===== src/rtl/hist_ctrl_pkg.sv =====
// hist_ctrl_pkg
//   Shared types and default widths for the histogram acquisition controller.
//   state_t   : sequencer states {IDLE, ACQ, DRAIN, REQ, READ}
//   DEF_DW    : default sample width
//   DEF_CNT_W : default sample/bin counter width
package hist_ctrl_pkg;

  typedef enum logic [2:0] {
    IDLE  = 3'd0,
    ACQ   = 3'd1,
    DRAIN = 3'd2,
    REQ   = 3'd3,
    READ  = 3'd4
  } state_t;

  localparam int DEF_DW    = 16;
  localparam int DEF_CNT_W = 16;

endpackage


===== src/rtl/hist_acq_ctrl_rr_arb2.sv =====
// rr_arb2
//   Two-way round-robin arbiter. With one requester it grants that one; with
//   both it grants the source that was not served last. The last-served
//   pointer only moves on a completed transfer.
//   clk, reset : clock, asynchronous active-high reset
//   req[1:0]   : request (valid) per source
//   xfer       : a transfer to the granted source completed this cycle
//   grant      : 0 = source 0, 1 = source 1
module rr_arb2 (
  input  logic       clk,
  input  logic       reset,
  input  logic [1:0] req,
  input  logic       xfer,
  output logic       grant
);

  // Reset value 1 makes source 0 the preferred winner of the first tie.
  logic last;

  always_comb begin
    grant = ~last;
    case (req)
      2'b01:   grant = 1'b0;
      2'b10:   grant = 1'b1;
      default: grant = ~last;
    endcase
  end

  always_ff @(posedge clk or posedge reset) begin
    if (reset)     last <= 1'b1;
    else if (xfer) last <= grant;
  end

endmodule


===== src/rtl/hist_acq_ctrl.sv =====
// hist_acq_ctrl
//   Acquisition/readout sequencer in front of the histogramming core.
//   Arbitrates two sample sources onto the core write port, counts FRAME_LEN
//   samples, requests the bin readout and counts readout beats to the last bin.
//   Optional readout timeout: define HIST_ACQ_CTRL_TIMEOUT_EN (adds TIMEOUT).
// Ports
//   clk, reset           : clock, asynchronous active-high reset
//   start, cont          : frame start pulse, continuous re-arm level
//   s0_*/s1_*            : source data/valid in, ready out (combinational)
//   hist_data, hist_we   : registered write to core
//   hist_ready           : core can accept a write
//   hist_rd_req          : one-cycle readout request
//   hist_valid/last      : readout beat and final-bin flag from core
//   busy, frame_done     : not idle, clean-readout pulse
//   bin_cnt, err         : readout beat count, sticky timeout flag
//
//   state | meaning
//   IDLE  | waiting for start
//   ACQ   | accepting samples from the arbitrated sources
//   DRAIN | last sample write is on its way to the core
//   REQ   | hist_rd_req asserted
//   READ  | counting readout beats until hist_last
module hist_acq_ctrl
  import hist_ctrl_pkg::*;
#(
  parameter int DW        = DEF_DW,
  parameter int FRAME_LEN = 256,
  parameter int CNT_W     = DEF_CNT_W
`ifdef HIST_ACQ_CTRL_TIMEOUT_EN
  , parameter int TIMEOUT = 1024
`endif
) (
  input  logic             clk,
  input  logic             reset,
  input  logic             start,
  input  logic             cont,
  input  logic [DW-1:0]    s0_data,
  input  logic             s0_valid,
  output logic             s0_ready,
  input  logic [DW-1:0]    s1_data,
  input  logic             s1_valid,
  output logic             s1_ready,
  output logic [DW-1:0]    hist_data,
  output logic             hist_we,
  input  logic             hist_ready,
  output logic             hist_rd_req,
  input  logic             hist_valid,
  input  logic             hist_last,
  output logic             busy,
  output logic             frame_done,
  output logic [CNT_W-1:0] bin_cnt,
  output logic             err
);

  state_t           state, state_nxt;
  logic             grant, xfer, acq_ok, cnt_tc, last_beat, timeout;
  logic [CNT_W-1:0] smp_cnt;

  rr_arb2 u_arb (
    .clk   (clk),
    .reset (reset),
    .req   ({s1_valid, s0_valid}),
    .xfer  (xfer),
    .grant (grant)
  );

  assign acq_ok    = (state == ACQ) && hist_ready && (smp_cnt < CNT_W'(FRAME_LEN));
  assign s0_ready  = acq_ok && !grant;
  assign s1_ready  = acq_ok && grant;
  assign xfer      = (s0_valid && s0_ready) || (s1_valid && s1_ready);
  assign cnt_tc    = (smp_cnt == CNT_W'(FRAME_LEN - 1));
  assign last_beat = (state == READ) && hist_valid && hist_last;

`ifdef HIST_ACQ_CTRL_TIMEOUT_EN
  // Idle-cycle timer: reloaded outside READ and on every beat, expires on
  // the TIMEOUT-th consecutive beat-less READ cycle.
  localparam int TMR_W = (TIMEOUT > 1) ? $clog2(TIMEOUT) : 1;
  logic [TMR_W-1:0] tmr;

  always_ff @(posedge clk or posedge reset) begin
    if (reset)                            tmr <= '0;
    else if (state != READ || hist_valid) tmr <= TMR_W'(TIMEOUT - 1);
    else if (tmr != '0)                   tmr <= tmr - 1'b1;
  end

  assign timeout = (state == READ) && !hist_valid && (tmr == '0);

  always_ff @(posedge clk or posedge reset) begin
    if (reset)        err <= 1'b0;
    else if (timeout) err <= 1'b1;
  end
`else
  assign timeout = 1'b0;
  assign err     = 1'b0;
`endif

  always_ff @(posedge clk or posedge reset) begin
    if (reset) state <= IDLE;
    else       state <= state_nxt;
  end

  always_comb begin
    state_nxt   = state;
    hist_rd_req = 1'b0;
    busy        = (state != IDLE);
    case (state)
      IDLE:  if (start) state_nxt = ACQ;
      ACQ:   if (xfer && cnt_tc) state_nxt = DRAIN;
      DRAIN: state_nxt = REQ;
      REQ: begin
        hist_rd_req = 1'b1;
        state_nxt   = READ;
      end
      READ: begin
        if (last_beat)    state_nxt = cont ? ACQ : IDLE;
        else if (timeout) state_nxt = IDLE;
      end
      default: state_nxt = IDLE;
    endcase
  end

  // Sample counter only matters in ACQ, so holding it at zero elsewhere gives
  // every frame a fresh count. bin_cnt keeps the last frame's total until the
  // next ACQ cycle clears it.
  always_ff @(posedge clk or posedge reset) begin
    if (reset) begin
      hist_we    <= 1'b0;
      hist_data  <= '0;
      frame_done <= 1'b0;
      smp_cnt    <= '0;
      bin_cnt    <= '0;
    end else begin
      hist_we    <= xfer;
      frame_done <= last_beat;
      if (xfer) hist_data <= grant ? s1_data : s0_data;

      if (state != ACQ) smp_cnt <= '0;
      else if (xfer)    smp_cnt <= smp_cnt + 1'b1;

      if (state == ACQ)
        bin_cnt <= '0;
      else if (state == READ && hist_valid && bin_cnt != '1)
        bin_cnt <= bin_cnt + 1'b1;
    end
  end

endmodule

===== config.mk =====
export PLATFORM = sky130hd
export DESIGN_NAME = hist_acq_ctrl
export DESIGN_NICKNAME = d
export VERILOG_FILES = /design/src/rtl/hist_ctrl_pkg.sv /design/src/rtl/hist_acq_ctrl_rr_arb2.sv /design/src/rtl/hist_acq_ctrl.sv
export SDC_FILE = /design/constraint.sdc
export NUM_CORES = 1
export LEC_CHECK = 0
export ABC_CLOCK_PERIOD_IN_PS = 4900
export CORE_MARGIN = 5
export CORE_UTILIZATION = 51
export CTS_CLUSTER_DIAMETER = 100
export DETAILED_ROUTE_END_ITERATION = 10
export GPL_TIMING_DRIVEN = 1
export PLACE_DENSITY = 0.93
export SYNTH_ARGS = -nofsm -noshare
export SYNTH_HDL_FRONTEND = slang
export SYNTH_SLANG_ARGS = --single-unit

===== constraint.sdc =====
create_clock -name clk -period 4.9 [get_ports clk]
set_clock_uncertainty 0.1 [all_clocks]
set_input_delay 1.225 -clock clk [delete_from_list [all_inputs] [get_ports clk]]
set_output_delay 1.225 -clock clk [all_outputs]
set_load 0.02 [all_outputs]

==> results of run 1 <==
report_power, final:
part	switching [W]	total, W	internal (W)
logic	0.000236	0.000508	0.000272
clock network	0.000145	0.000297	0.000152
registers	0.0000658	0.000607	0.000542
total	0.000446	0.00141	0.000966
Yosys cell counts, types with 4 or more instances:
cell type	instances
and2_1	9
mux2_2	33
o31ai_1	7
nand3_1	12
nor2_1	9
dfrtp_1	53
nand2b_1	5
o21ai_0	6
or4_1	7
clkbuf_1	4
a211oi_1	7
inv_1	9
a21oi_1	12
mux2i_1	14
nor2b_1	4
nor3_1	4
nand2_1	22
critical path, delay by kind of cell:
kind	cells	cell delay [ps]
adder cells (fa/ha/maj)	1	290
AND/OR/NAND/NOR	3	440
buffers and inverters	3	1140
worst max path at each step:
stage	from	endpoint	cells past startpoint
floorplan	s0_valid	s1_ready	6
global placement	s0_valid	s1_ready	7
detailed placement	s0_valid	s1_ready	7
CTS	s0_valid	s1_ready	7
global route	s0_valid	s1_ready	7
finish	s0_valid	s1_ready	7
cells in the final DEF, fill, tap and decap left out, types with 2 or more instances in the layout:
| master | instances |
|---|---|
| clkdlybuf4s50_1 | 78 |
| a211oi_1 | 7 |
| o21ai_0 | 6 |
| nand2b_1 | 5 |
| nor3_1 | 4 |
| mux2i_1 | 14 |
| nand2_1 | 22 |
| a21oi_1 | 12 |
| and2_1 | 9 |
| dfrtp_1 | 53 |
| inv_1 | 8 |
| nor2b_1 | 4 |
| ha_1 | 3 |
| and3_1 | 3 |
| or4_1 | 7 |
| nor2_1 | 9 |
| nor4_1 | 2 |
| nor4bb_1 | 2 |
| clkinvlp_4 | 2 |
| clkbuf_8 | 5 |
| mux2_2 | 33 |
| or3_2 | 2 |
| nand3_1 | 12 |
| nand4_2 | 2 |
| buf_4 | 4 |
| o31ai_1 | 7 |
| or2_2 | 3 |
| or3_1 | 3 |
kinds of logic (layout without fill, tap and decap cells):
| kind of cell | after synthesis | after routing |
|---|---|---|
| AO/OA/AOI/OAI | 41 | 41 |
| other | 1 | 1 |
| flip-flops | 54 | 54 |
| adder cells (fa/ha/maj) | 3 | 3 |
| AND/OR/NAND/NOR | 94 | 94 |
| buffers and inverters | 18 | 99 |
| multiplexers | 47 | 47 |
flip-flops by register name (all words and copies together), names as in the netlist:
signal and count:
bin_cnt 16, hist_data 16, smp_cnt 16, state 3
frame_done 1, hist_we 1, u_arb.last 1
per-layer routing:
layer / up-vias / global-route usage, %
li1: 1109 / -
met1: 1111 / 23.1
met2: 68 / 33.6
met3: 14 / 4.51
met4: 0 / 5.12
met5: - / 0
cell type report:
cell class / count / area (um2)
sequential: 54 / 1350
clock inverter: 3 / 45.0
fill: 376 / 1670
clock buffer: 5 / 68.8
tap: 72 / 90.1
multi-input combinational: 186 / 1370
inverter: 9 / 33.8
timing repair buffer: 82 / 811
metrics by stage:
stage          power, W  std cells  hold WS [ps]
5_1_grt         0.00150        411           425
3_3_place_gp    0.00110        403           370
6_report        0.00141        411           397
2_1_floorplan  0.000891        258           354
4_1_cts         0.00143        411           401
3_5_place_dp    0.00113        403           373
==> summary.md, run 1 <==
| Metric | Value |
|---|---|
| Critical Path AT | 3100 ps |
| CTS Buf Count | 5 |
| Post-DP Area | around 3700 um2 |
| R2r worst-path depth | 5 |
| Asr flop ratio synth | 100% |
| XOR/XNOR share of the synthesized area | 0% |
| Vias per cell | 5.60 |
| Fraction of layout cells with a size suffix above 1 | roughly 17% |
| Status | finished clean |
| Synthesized area | 2810 um2 |
| Post-layout nets | 382 |
| Hold Path Class | flip-flop to flip-flop |
| CP Max Fanout | 4 |
| Fraction of the mapped netlist area in simple logic gates | about a fifth |
| Antenna violations before repair | 0 |
| Max Used Layer | met4 |
| Power density over cell area | 374 nW/um2 |
| Pre-CTS setup slack | 482 ps |
| H-tree level count | 2 |
| Fin area | 3770 um2 |
| Clock tree sinks | 54 |
| Setup ws final | 473 ps |
| IO buf count | 78 |
| Syn Area/Cell | ~11 um2 |
| Grt total ovfl | 0 |
| CP Launch Type | input pin |
| Hold buffers post-CTS | 0 |
| Root Driver | clkbuf_8 |
| Post-Syn Nets | 302 |
| Adder-Cell Fraction of Synth Area | 1.34% |
| HP Start | smp_cnt[10] |
| Tot GR Track Use | 19.0% |
| Wirelength per Cell | 15.9 um |
| Worst path slowest cell | clkdlybuf4s50_1 |
| Core Region | roughly 5400 um2 |
| Largest family of logic cells by synthesized area | simple AND/OR/NAND/NOR gates |
| Antenna diodes | 0 |
| Reg2Reg Setup Slack | 2510 ps |
| Detailed Place HPWL | 4910 um |
| Routed length on met1 | 2590 um |
| DRC Markers | 0 |
| Maximum vdd drop | 0.302 mV |
| Initial Util | 51.6% |
| Total Wirelength | around 6500 um |
| Final Hold Fails | 0 |
| Largest area contributor in the netlist | dfrtp_1 |
| Worst-case clock buffer depth | 2 |
| Clock-pin slew on the worst setup and hold paths | 90 ps |
| P&R area growth vs syn | 34.5% |
| Delay of the slowest critical-path stage | 630 ps |
| DR WL met2 | 3450 um |
| I/O pin cnt | 80 |
| Synthesized instance count | 258 |
| Req. time, crit path | 3580 ps |
| Post-CTS Setup Bufs | 0 |
| Yosys top cell area share | 47.3% |
| CP Class | input pin to output pin |
| Final Util | 69.4% |
| Die X | between 80 and 90 um |
| Crit-path cells | clkdlybuf4s50_1 > inv_1 > ha_1 > nor2b_1 > nor2_1 > nor2_1 > clkdlybuf4s50_1 |
| Yosys reg bits | 54 |
| Max_slew headroom | 26.9% |
| Post-synth EDFFs | 0 |
| Antenna Violating Nets Remaining | 0 |
| Final Wtd Congestion | 0.807 |
| Rows | 27 |
| RSZ-0062 raised after global routing | no |
| Vias in the first global route | 2386 |
| Drt pass-1 iters | 4 |
| Period utilization | 90.3% |
| F_max | 0.226 GHz |
| RR Startpoint | smp_cnt[15] |
| Capture point of the worst reg-to-reg path | hist_data[13] |
| Compound-Gate Fraction of Synth Area | 9.90% |
| Hold Crit Depth | 1 |
| Main flop type after synthesis | dfrtp_1 |
| Post_cts resized | 0 |
| Largest net degree at the start of global routing | 55 |
| Met3 wire length | approximately 390 um |
| Crit path time final | 4430 ps |
| Global-route wire length before repair | about 11000 um |
| P_leak | approximately 1.5 nW |
| Pins over their slew limit | 0 |
| Final setup vio count | 0 |
| Synthesis Warnings | 0 |
| Chip height | 84.2 um |
| WHS Endpoint | smp_cnt[10] |
| Vias | 2302 |
| CP Capture Type | output pin |
| DIE AREA | 7090 um2 |
| Multiplexer share of the synthesized area | 18.2% |
| Cell variety after synth | 46 |
| Max Cap Viol | 0 |
| Slew @ Worst Pin | between 1000 and 1500 ps |
| Ranking of synthesized cells by area | dfrtp_1 47%, mux2_2 13%, mux2i_1 5.0% |
| Initial DRC count | 85 |
| Clock tree from TritonCTS | yes |
| Post-Route Setup TNS | 0 ps |
| Seq/Total Area, Yosys | 48.2% |
| Skew-Pair Late Insertion Delay | 300 ps |
(Power assumes the default switching activity.)
==> run 2: changes to the inputs <==
--- a/config.mk
+++ b/config.mk
@@ -7,11 +7,13 @@
 export LEC_CHECK = 0
 export ABC_CLOCK_PERIOD_IN_PS = 4900
 export CORE_MARGIN = 5
-export CORE_UTILIZATION = 51
+export CORE_UTILIZATION = 55
 export CTS_CLUSTER_DIAMETER = 100
 export DETAILED_ROUTE_END_ITERATION = 10
-export GPL_TIMING_DRIVEN = 1
-export PLACE_DENSITY = 0.93
+export DONT_BUFFER_PORTS = 1
+export GPL_TIMING_DRIVEN = 0
+export PLACE_DENSITY = 0.78
+export SETUP_SLACK_MARGIN = 0.3
 export SYNTH_ARGS = -nofsm -noshare
 export SYNTH_HDL_FRONTEND = slang
 export SYNTH_SLANG_ARGS = --single-unit
==> run 2 against run 1 <==
  * Critical path depth decreased by 1
  * Clock-buffer cell count increased by 3
  * Largest cell class unchanged
  * Die area decreased by 6.4%
  * Combinational power decreased by 55%
  * Utilization decreased by 10 points
  * Cell area decreased by 21%
  * Sequential power increased by 15%
  * Worst hold slack got worse by 4.0 ps
  * Worst setup slack improved by 140 ps
  * Clock power decreased by 21%
  * Sequential share of layout area increased by 9.3 points
  * Flip-flop and latch count unchanged
==> summary.md, run 2 (same netlist as run 1, synthesis figures left out) <==
| Metric | Value |
|---|---|
| IO buf count | 0 (-100%) |
| Hold Crit Depth | 1 (unchanged) |
| Rows | 26 (-3.7%) |
| Crit path buf inv count | 2 (-1) |
| Total Wirelength | 5410 um (-17%) |
| Vias | 1964 (-15%) |
| WHS Endpoint | smp_cnt[13] |
| Req. time, crit path | 3580 ps (about the same) |
| Grt total ovfl | 0 (unchanged) |
| Worst path slowest cell | nor2_1 |
| Initial DRC count | 66 (-22%) |
| Reg2Reg Setup Slack | 2380 ps (-130 ps) |
| Pins over their slew limit | 0 (unchanged) |
| Hold Path Class | flip-flop to flip-flop |
| Period utilization | 87.5% (-2.9 points) |
| R2r worst-path depth | 5 (unchanged) |
| Drt pass-1 iters | 4 (unchanged) |
| Post_cts resized | 0 (unchanged) |
| Final setup vio count | 0 (unchanged) |
| Antenna diodes | 0 (unchanged) |
| Chip height | 81.4 um (-3.3%) |
| Critical Path AT | 2960 ps (-140 ps) |
| FILL cells | 435 (+16%) |
| Sw power | 0.000392 W (-12%) |
| Vias in the first global route | 1973 (-17%) |
| Antenna Violating Nets Remaining | 0 (unchanged) |
| Slew @ Worst Pin | 1050 ps (-34.7 ps) |
| Max_slew headroom | 29.2% (+2.3 points) |
| Top Family by Delay on Critical Path | simple AND/OR/NAND/NOR gates |
| Maximum vdd drop | 0.321 mV (+6.1%) |
| CP Max Fanout | 10 (+6) |
| CTS Buf Count | 5 (unchanged) |
| Antenna violations before repair | 0 (unchanged) |
| Gate power share | 19.8% (-16 points) |
| P&R area growth vs syn | 6.69% |
| Worst-case clock buffer depth | 2 (unchanged) |
| Commonest non-fill, non-tap cell in the layout | dfrtp_1 |
| Met3 wire length | 257 um (-34%) |
| Clock-pin slew on the worst setup and hold paths | 80 ps (about the same) |
| DR WL met2 | 2690 um (-22%) |
| Reg power frac | 59.9% (+17 points) |
| Wirelength per Cell | 16.0 um (+1.0%) |
| Power share of the clock group | 20.3% (-0.7 points) |
| Final Hold Fails | 0 (unchanged) |
| Crit path time final | 4290 ps (-140 ps) |
| Initial Util | 55.7% (+4.1 points) |
| Die X | 81.4 um (-3.3%) |
| Post-Route Setup TNS | 0 ps (unchanged) |
| Largest net degree at the start of global routing | 41 (-25%) |
| HP Start | smp_cnt[13] |
| Hold buffers post-CTS | 0 (unchanged) |
| Pre-CTS setup slack | 548 ps (+65.7 ps) |
| Clock tree sinks | 54 (unchanged) |
| Status | finished clean |
| CP Capture Type | output pin |
| Vias per cell | 5.83 (+4.1%) |
| CP dominant cell by count | nor2_1 |
| Core Region | 5040 um2 (-7.3%) |
| P_int | 0.000772 W (-20%) |
| RSZ-0062 raised after global routing | no |
| DIE AREA | 6630 um2 (-6.4%) |
| Capture point of the worst reg-to-reg path | hist_data[5] |
| Post-CTS Setup Bufs | 0 (unchanged) |
| Max Used Layer | met4 |
| F_max | 0.233 GHz (+3.3%) |
| Sw frac | 33.7% (+2.1 points) |
| Global-route wire length before repair | 9090 um (-18%) |
| Most frequent cells in the layout | 53 x dfrtp_1, 33 x mux2_2, 22 x nand2_1 |
| P_leak | 1.23 nW (-19%) |
| Largest registers | bin_cnt (16), hist_data (16), smp_cnt (16) |
| Final Wtd Congestion | 0.797 (-1.2%) |
| RR Startpoint | state[2] |
| Detailed Place HPWL | 4140 um (-16%) |
| CP Launch Type | input pin |
| Crit-path cells | inv_1 > ha_1 > nor2b_1 > nor2_1 > clkbuf_1 > nor2_1 |
| CP Class | input pin to output pin |
| Delay of the slowest critical-path stage | 540 ps (-90 ps) |
| Power density over cell area | 389 nW/um2 (+3.9%) |
| Tot GR Track Use | 17.6% (-1.4 points) |
| H-tree level count | 2 (unchanged) |
| Max Cap Viol | 0 (unchanged) |
| Post-layout nets | 310 (-19%) |
| Routed length on met1 | 2400 um (-7.3%) |
| Skew-Pair Late Insertion Delay | 300 ps (about the same) |
| Fraction of layout cells with a size suffix above 1 | 21.0% (+3.9 points) |
| Clock tree from TritonCTS | yes |
| I/O pin cnt | 80 (unchanged) |
| Setup ws final | 613 ps (+140 ps) |
| DRC Markers | 0 (unchanged) |
| Root Driver | clkbuf_8 |
run 2: cell count changes in the layout (fill, tap and decap cells not counted):
| cell | previous run | this run |
|---|---|---|
| clkdlybuf4s50_1 | 78 | 0 |
| clkbuf_1 | 0 | 7 |
| buf_4 | 4 | 1 |
| clkinvlp_4 | 2 | 0 |
| buf_1 | 0 | 1 |
| buf_12 | 0 | 1 |
| buf_2 | 0 | 1 |
| buf_6 | 0 | 1 |
| bufinv_16 | 1 | 0 |
| clkbuf_2 | 0 | 1 |
run 2: through the flow:
stage	total power [W]	area, um2	instances	hold slack [ps]	utilization [%]
finish	0.00116	2990	337	393	59.4
global route	0.00124	2990	337	421	59.4
CTS	0.00118	2990	337	398	59.4
detailed placement	0.000946	2910	329	372	57.8
global placement	0.000931	2890	328	370	57.4
floorplan	0.000891	2810	258	354	-
run 2: metal layers:
layer | vias to the layer above | GRT usage (%)
met5 | - | 0
met4 | 0 | 5.57
met3 | 6 | 4.93
met2 | 35 | 28.7
met1 | 968 | 22.6
li1 | 955 | -
run 2: area by class of cell:
type	count	area, um2	share of cell area [%]
Tap cell	70	87.6	2.93
Sequential cell	54	1350	45.2
Inverter	9	33.8	1.13
Multi-Input combinational cell	186	1370	45.8
Clock buffer	8	80.1	2.67
Buffer	9	47.5	1.59
Timing Repair Buffer	1	20.0	0.669
run 2: worst max-delay path by stage:
stage	start	end	slack, ps	cells past startpoint
after global routing	s0_valid	s1_ready	390	6
after detailed placement	s0_valid	s1_ready	550	6
after floorplan	s0_valid	s1_ready	900	6
after global placement	s0_valid	s1_ready	600	6
final	s0_valid	s1_ready	610	6
after CTS	s0_valid	s1_ready	530	6
run 2: power by group through the flow:
stage               Sequential (W)  Clock, W  Combinational (W)
finish                    0.000698  0.000236           0.000231
global route              0.000713  0.000263           0.000264
CTS                       0.000702  0.000246           0.000236
detailed placement        0.000711         0           0.000235
global placement          0.000707         0           0.000224
floorplan                 0.000688         0           0.000202
